## config.mk

```make
export PLATFORM = sky130hd
export DESIGN_NAME = writeback_stage
export DESIGN_NICKNAME = d
export VERILOG_FILES = /design/src/rtl/babelfish_pkg.sv /design/src/rtl/register_file.sv /design/src/rtl/writeback_stage.sv
export SDC_FILE = /design/constraint.sdc
export NUM_CORES = 2
export LEC_CHECK = 0
export CAP_MARGIN = 20
export CORE_MARGIN = 2
export CORE_UTILIZATION = 27
export CTS_BUF_LIST = sky130_fd_sc_hd__clkbuf_8
export DETAILED_ROUTE_END_ITERATION = 8
export PLACE_DENSITY = 0.54
export SLEW_MARGIN = 5
export SYNTH_ARGS = -nofsm -noshare
export SYNTH_HDL_FRONTEND = slang
export SYNTH_SLANG_ARGS = --single-unit
```

## constraint.sdc

```tcl
create_clock -name clk -period 8.1 [get_ports clk]
set_clock_uncertainty 0.05 [all_clocks]
set_input_delay 0.81 -clock clk [delete_from_list [all_inputs] [get_ports clk]]
set_output_delay 0.81 -clock clk [all_outputs]
set_load 0.03 [all_outputs]
```

## src/rtl/babelfish_pkg.sv

```systemverilog
// Shared types and constants for the babelfish core pipeline.
package babelfish_pkg;

    localparam int DATA_W   = 64;
    localparam int NUM_REGS = 16;

    localparam logic [3:0] REG_RAX = 4'h0;
    localparam logic [3:0] REG_RDX = 4'h2;

    typedef enum logic [1:0] {
        WB_IDLE   = 2'd0,
        WB_COMMIT = 2'd1,
        WB_STORE  = 2'd2,
        WB_HALTED = 2'd3
    } wb_state_t;

endpackage

```

## src/rtl/register_file.sv

```systemverilog
// Architectural register file: two combinational read ports, two write ports (B wins).
// WB_BYPASS_EN: forward in-flight write data to the read ports in the same cycle.
module register_file #(
    parameter int NUM_REGS = babelfish_pkg::NUM_REGS,
    parameter int DATA_W   = babelfish_pkg::DATA_W,
    parameter int AW       = $clog2(NUM_REGS)
) (
    input  logic              clk,
    input  logic              reset,
    input  logic              weA,
    input  logic [AW-1:0]     waddrA,
    input  logic [DATA_W-1:0] wdataA,
    input  logic              weB,
    input  logic [AW-1:0]     waddrB,
    input  logic [DATA_W-1:0] wdataB,
    input  logic [AW-1:0]     raddr1,
    input  logic [AW-1:0]     raddr2,
    output logic [DATA_W-1:0] rdata1,
    output logic [DATA_W-1:0] rdata2
);

    logic [DATA_W-1:0] regs [NUM_REGS];

    // Port B is assigned last so it takes the register when both ports collide.
    always_ff @(posedge clk) begin
        if (reset) begin
            for (int i = 0; i < NUM_REGS; i++) regs[i] <= '0;
        end else begin
            if (weA) regs[waddrA] <= wdataA;
            if (weB) regs[waddrB] <= wdataB;
        end
    end

    always_comb begin
        rdata1 = regs[raddr1];
        rdata2 = regs[raddr2];
`ifdef WB_BYPASS_EN
        if (weA && waddrA == raddr1) rdata1 = wdataA;
        if (weB && waddrB == raddr1) rdata1 = wdataB;
        if (weA && waddrA == raddr2) rdata2 = wdataA;
        if (weB && waddrB == raddr2) rdata2 = wdataB;
`endif
    end

endmodule

```

## src/rtl/writeback_stage.sv

```systemverilog
// Writeback stage: commits results to the register file or issues a store, counts retirements.
// WB_BYPASS_EN (in register_file) gives same-cycle read visibility of COMMIT writes.
module writeback_stage #(
    parameter int NUM_REGS = babelfish_pkg::NUM_REGS,
    parameter int DATA_W   = babelfish_pkg::DATA_W,
    parameter int AW       = $clog2(NUM_REGS)
) (
    input  logic                     clk,
    input  logic                     reset,
    input  logic                     exValidIn,
    output logic                     wbReadyOut,
    input  logic                     isExecuteSuccessfulIn,
    input  logic                     killIn,
    input  logic [DATA_W-1:0]        aluResultIn,
    input  logic [DATA_W-1:0]        aluResultSpecialIn,
    input  logic [AW-1:0]            destRegIn,
    input  logic [AW-1:0]            destRegSpecialIn,
    input  logic                     destRegSpecialValidIn,
    input  logic                     isMemoryAccessDestIn,
    input  logic [DATA_W-1:0]        memoryAddressDestIn,
    input  logic [DATA_W-1:0]        currentRipIn,
    input  logic [AW-1:0]            readReg1In,
    input  logic [AW-1:0]            readReg2In,
    output logic [DATA_W-1:0]        readVal1Out,
    output logic [DATA_W-1:0]        readVal2Out,
    output logic                     storeReqOut,
    output logic [DATA_W-1:0]        storeAddrOut,
    output logic [DATA_W-1:0]        storeDataOut,
    input  logic                     storeAckIn,
    output logic [DATA_W-1:0]        retiredCountOut,
    output logic [DATA_W-1:0]        lastRipOut,
    output logic                     haltOut,
    output babelfish_pkg::wb_state_t stateDbgOut
);
    import babelfish_pkg::*;

    wb_state_t         state;
    logic [DATA_W-1:0] wbAlu;
    logic [DATA_W-1:0] wbAluSpecial;
    logic [AW-1:0]     wbDest;
    logic [AW-1:0]     wbDestSpecial;
    logic              wbSpecialValid;
    logic [DATA_W-1:0] wbRip;

    // Handshake: an instruction transfers on a clock edge where exValidIn && wbReadyOut;
    // wbReadyOut is high only in IDLE, and execute must hold its payload until then.
    assign wbReadyOut  = (state == WB_IDLE);
    assign stateDbgOut = state;

    always_ff @(posedge clk) begin
        if (reset) begin
            state           <= WB_IDLE;
            wbAlu           <= '0;
            wbAluSpecial    <= '0;
            wbDest          <= '0;
            wbDestSpecial   <= '0;
            wbSpecialValid  <= 1'b0;
            wbRip           <= '0;
            storeReqOut     <= 1'b0;
            storeAddrOut    <= '0;
            storeDataOut    <= '0;
            retiredCountOut <= '0;
            lastRipOut      <= '0;
            haltOut         <= 1'b0;
        end else begin
            case (state)
                WB_IDLE: begin
                    if (exValidIn) begin
                        wbAlu          <= aluResultIn;
                        wbAluSpecial   <= aluResultSpecialIn;
                        wbDest         <= destRegIn;
                        wbDestSpecial  <= destRegSpecialIn;
                        wbSpecialValid <= destRegSpecialValidIn;
                        wbRip          <= currentRipIn;
                        // A kill retires at capture so halt and the count land together.
                        if (killIn) begin
                            state           <= WB_HALTED;
                            haltOut         <= 1'b1;
                            retiredCountOut <= retiredCountOut + DATA_W'(1);
                            lastRipOut      <= currentRipIn;
                        end else if (!isExecuteSuccessfulIn) begin
                            state <= WB_IDLE;
                        end else if (isMemoryAccessDestIn) begin
                            state        <= WB_STORE;
                            storeReqOut  <= 1'b1;
                            storeAddrOut <= memoryAddressDestIn;
                            storeDataOut <= aluResultIn;
                        end else begin
                            state <= WB_COMMIT;
                        end
                    end
                end
                WB_COMMIT: begin
                    retiredCountOut <= retiredCountOut + DATA_W'(1);
                    lastRipOut      <= wbRip;
                    state           <= WB_IDLE;
                end
                WB_STORE: begin
                    if (storeAckIn) begin
                        storeReqOut     <= 1'b0;
                        retiredCountOut <= retiredCountOut + DATA_W'(1);
                        lastRipOut      <= wbRip;
                        state           <= WB_IDLE;
                    end
                end
                WB_HALTED: state <= WB_HALTED;
                default:   state <= WB_IDLE;
            endcase
        end
    end

    register_file #(
        .NUM_REGS(NUM_REGS),
        .DATA_W  (DATA_W),
        .AW      (AW)
    ) u_regs (
        .clk   (clk),
        .reset (reset),
        .weA   (state == WB_COMMIT),
        .waddrA(wbDest),
        .wdataA(wbAlu),
        .weB   ((state == WB_COMMIT) && wbSpecialValid),
        .waddrB(wbDestSpecial),
        .wdataB(wbAluSpecial),
        .raddr1(readReg1In),
        .raddr2(readReg2In),
        .rdata1(readVal1Out),
        .rdata2(readVal2Out)
    );

endmodule

```

==> results list <==
- Run status: complete, no violations
- The worst setup path is launched from an input port.
- The clock reaches the later pin of the worst-skew pair after 0.95 ns.
* Warning count from the yosys run: 0
* Summed instance area of the synthesized netlist: 78300 sq um
* Hold Crit Class: in -> reg
- Setup violations remaining at the end of the flow were counted as 0.
- TritonCTS clock tree: yes
- Root Driver: sky130_fd_sc_hd__clkbuf_8
- The most used flip-flop cell after synthesis is sky130_fd_sc_hd__edfxtp_1.
- The number of global-route vias before repair is 62589.
* Vias after detailed routing: 64423
- Clock Sinks: 1485
- After synthesis the netlist holds a flip-flop and latch count of 1485.
* Arrival time at the worst endpoint: 4.18 ns
- Sum of overflow across all layers after global routing: 0
* Number of different library cells in the post-synthesis netlist: 40
- Total power divided by cell area: 231 nW/um^2
- Entering global routing, the biggest net connects 182 pins.
- Hold Vio Cnt, Final: 0
- Sum of buffers and inverters on the critical path: 3
* Unrepaired setup endpoints after global routing: false
- Post-Route M1 WL: 127 mm
- Period Utilization, post-route: 62.2%
- The floorplan step defined a die boundary enclosing 294000 sq um.
- Instance count of the mapped netlist: 7656
- At the placement stage, the worst setup path has a slack of 3.04 ns.
- Slowest CP cell: sky130_fd_sc_hd__buf_4
- The H-tree was split into 5 levels.
* Static leakage: 0.0298 uW
- Global-route usage over all layers: 23.0%
- Gates resized during post-CTS repair numbered 0.
* Proportion of netlist area held by the largest area contributor: 39.3%
* Final Slew Violations: 0
- Stage delay of the slowest cell on the critical path: 0.78 ns
- Headroom to the max-slew limit came out at 12.2%.
- Top library cells by usage in the layout, fill and taps aside: sky130_fd_sc_hd__nand2_1 (2738), sky130_fd_sc_hd__edfxtp_1 (1024), sky130_fd_sc_hd__o21ai_0 (992), sky130_fd_sc_hd__clkdlybuf4s50_1 (659), sky130_fd_sc_hd__mux4_2 (640)
* Met2 Routed Length: 162 mm
- The synthesized design spends more area on one cell type than any other, namely sky130_fd_sc_hd__edfxtp_1.
- Max Buffers Root-to-Sink: 4
* Critical path start-end classification: in -> out
- The share of the Yosys chip area taken by registers is 51.1%.
- Yosys attributes the largest share of cell area to sky130_fd_sc_hd__edfxtp_1 (39%), sky130_fd_sc_hd__mux4_2 (18%), sky130_fd_sc_hd__nand2_1 (13%), sky130_fd_sc_hd__dfxtp_1 (12%), sky130_fd_sc_hd__o21ai_0 (6.3%).
- Nets: 8131
* Initial DRC Count: 8132
- Vertical die dimension: 542 microns
* Area of the placeable core: 288000 sq um
* Number of placement rows: 197
- Required time of the critical path: 7.24 ns
- After the flow finishes, the layout carries non-filler instances totaling 11851.
- Inserted Clock Buffers: 290
* RePlAce Congestion: 0.881
- The worst setup path is captured at an output pin.
* Count of port buffers added during placement: 668
- Maxcap violations: 0
- The highest metal layer carrying signal wires in the routed design is met5.
* Maximum vdd drop: 0.185 mV
- R2r setup slk: 3.47 ns
- The signal on the critical path passes through buf_8, buf_4, mux4_2, mux4_2, clkdlybuf4s50_1.
- Total nets after synthesis: 7941
- After synthesis, the share of flip-flops with an asynchronous set or reset is 0%.
* Most Frequent Cell on Critical Path: sky130_fd_sc_hd__mux4_2
* Initial antenna violation count: 51
- Detailed routing placed a total of 39.6 mm of wire on met3.
- Worst slew pin tran: 1.32 ns
- Io pins: 669
- Filler instances: 28833
* Most frequent standard cell in the layout excluding fill and tap cells: sky130_fd_sc_hd__nand2_1
* Final cell area excluding filler cells: 93200 sq um
- Die Width: 542 microns
- Clock-pin slew of the registers on the worst-case setup and hold paths: 0.06 ns
- Wires add up to 348 mm.
- Total instance count after detailed placement: 11332
- Cts-stage hold buffer count: 0
- EDFF count, synth: 1024
* Post-route setup TNS: 0 ns
- Final core occ: 32.4%
- DRC viols: 0
- Detailed placement ended at an HPWL of 208 mm.
* Wire length of the first global-routing pass: 484 mm
- Once routing completed, OpenROAD measured the worst setup slack at 3.06 ns.
- Derived from the worst setup path, the maximum achievable clock frequency is 0.198 GHz.
- Dividing the synthesized area by the synthesized cell count gives 10.2 sq um.
* Maximum fanout along the worst path: 89
- Subtracting the final worst setup slack from the clock period gives 5.04 ns.
- Count of antenna-violating nets left after detailed routing: 0
- Dividing the detail-routed wire length by the instance count gives 29.3 microns.
- Cells with a size suffix above 1 make up 14.9% of the layout.
* Vias per Instance: 5.44
- Initial core utilization: 27.2%
- From synthesis to final layout, the design area changed by 19.2%.
- On the critical path the largest part of the delay comes from buffers and inverters.
* Length of the first detailed-routing pass in iterations: 6
- Once the clock tree was built, the setup fixing pass inserted 0 buffers.
- Placement Cell Area: 87800 sq um
-- registers in the layout, summed over array words and instances, names as in the netlist --
register and flops:
lastRipOut 64, stateDbgOut 2, retiredCountOut 64, storeAddrOut 64, wbSpecialValid 1, u_regs.regs 1024
wbDestSpecial 4, wbRip 64, wbDest 4, wbAluSpecial 64, storeDataOut 64, wbAlu 64
haltOut 1, storeReqOut 1
-- routing by layer --
| metal | track usage [%] | vias up |
|---|---|---|
| met5 | 0 | - |
| met4 | 11.5 | 64 |
| met3 | 6.64 | 923 |
| met2 | 37.3 | 4244 |
| met1 | 27.9 | 31619 |
| li1 | - | 27573 |
-- worst min-delay path, cell delays in order --
cell and delay (ns):
sky130_fd_sc_hd__clkdlybuf4s50_1 0.39, sky130_fd_sc_hd__nand2_1 0.05, sky130_fd_sc_hd__a21oi_1 0.05
-- cell type report --
cell class | instances | area [sq um] | area share, %
Sequential cell | 1485 | 40000 | 42.9
Multi-Input combinational cell | 5266 | 35200 | 37.7
Timing Repair Buffer | 794 | 7930 | 8.50
Tap cell | 3781 | 4730 | 5.07
Clock buffer | 310 | 4270 | 4.58
Clock inverter | 201 | 1100 | 1.18
Inverter | 9 | 33.8 | 0.0362
Antenna cell | 5 | 12.5 | 0.0134
-- synthesized netlist by cell type (6+ instances only) --
cell type / n
sky130_fd_sc_hd__o21ai_0: 992
sky130_fd_sc_hd__mux4_2: 640
sky130_fd_sc_hd__buf_1: 107
sky130_fd_sc_hd__or4_1: 6
sky130_fd_sc_hd__xor2_1: 16
sky130_fd_sc_hd__dfxtp_1: 461
sky130_fd_sc_hd__nor3_1: 20
sky130_fd_sc_hd__nand3_1: 86
sky130_fd_sc_hd__inv_1: 9
sky130_fd_sc_hd__a211oi_1: 64
sky130_fd_sc_hd__buf_2: 11
sky130_fd_sc_hd__clkbuf_1: 777
sky130_fd_sc_hd__or3_1: 50
sky130_fd_sc_hd__edfxtp_1: 1024
sky130_fd_sc_hd__nand4_1: 28
sky130_fd_sc_hd__nor4_1: 17
sky130_fd_sc_hd__nand2_1: 2739
sky130_fd_sc_hd__xnor2_1: 14
sky130_fd_sc_hd__nor2_1: 124
sky130_fd_sc_hd__mux2i_1: 67
sky130_fd_sc_hd__a21oi_1: 364
-- power breakdown --
group / total (uW) / switching (uW) / leakage (uW) / internal, uW
Clock: 7360 / 3560 / 0.00310 / 3790
Combinational: 4420 / 2750 / 0.0124 / 1680
Sequential: 9750 / 1050 / 0.0143 / 8700
Total: 21500 / 7360 / 0.0298 / 14200
-- path summary, 6_finish.rpt --
check | startpoint | depth (start not counted) | end
setup / recovery | readReg1In[1] | 5 | readVal1Out[7]
hold / removal | memoryAddressDestIn[22] | 3 | storeAddrOut[22]$_SDFFE_PP0P_
setup reg to reg | stateDbgOut[1]$_SDFFE_PP0P_ | 7 | u_regs.regs[14][39]$_DFFE_PP_
hold reg to reg | storeAddrOut[54]$_SDFFE_PP0P_ | 2 | storeAddrOut[54]$_SDFFE_PP0P_
-- metrics by stage --
| stage | power [uW] | hold WS (ns) |
|---|---|---|
| 2_1_floorplan | 12200 | 0.386 |
| 3_3_place_gp | 14300 | 0.391 |
| 3_5_place_dp | 14300 | 0.396 |
| 4_1_cts | 21700 | 0.214 |
| 5_1_grt | 22300 | 0.290 |
| 6_report | 21500 | 0.326 |
-- cell families after synthesis --
group                    synth area share (%)
multiplexers                             19.3
buffers and inverters                    4.36
flip-flops                               51.1
XOR/XNOR                                0.336
AO/OA/AOI/OAI                            9.34
AND/OR/NAND/NOR                          15.5
adder cells (fa/ha/maj)                0.0799
Power figures use the tool's default switching activity.
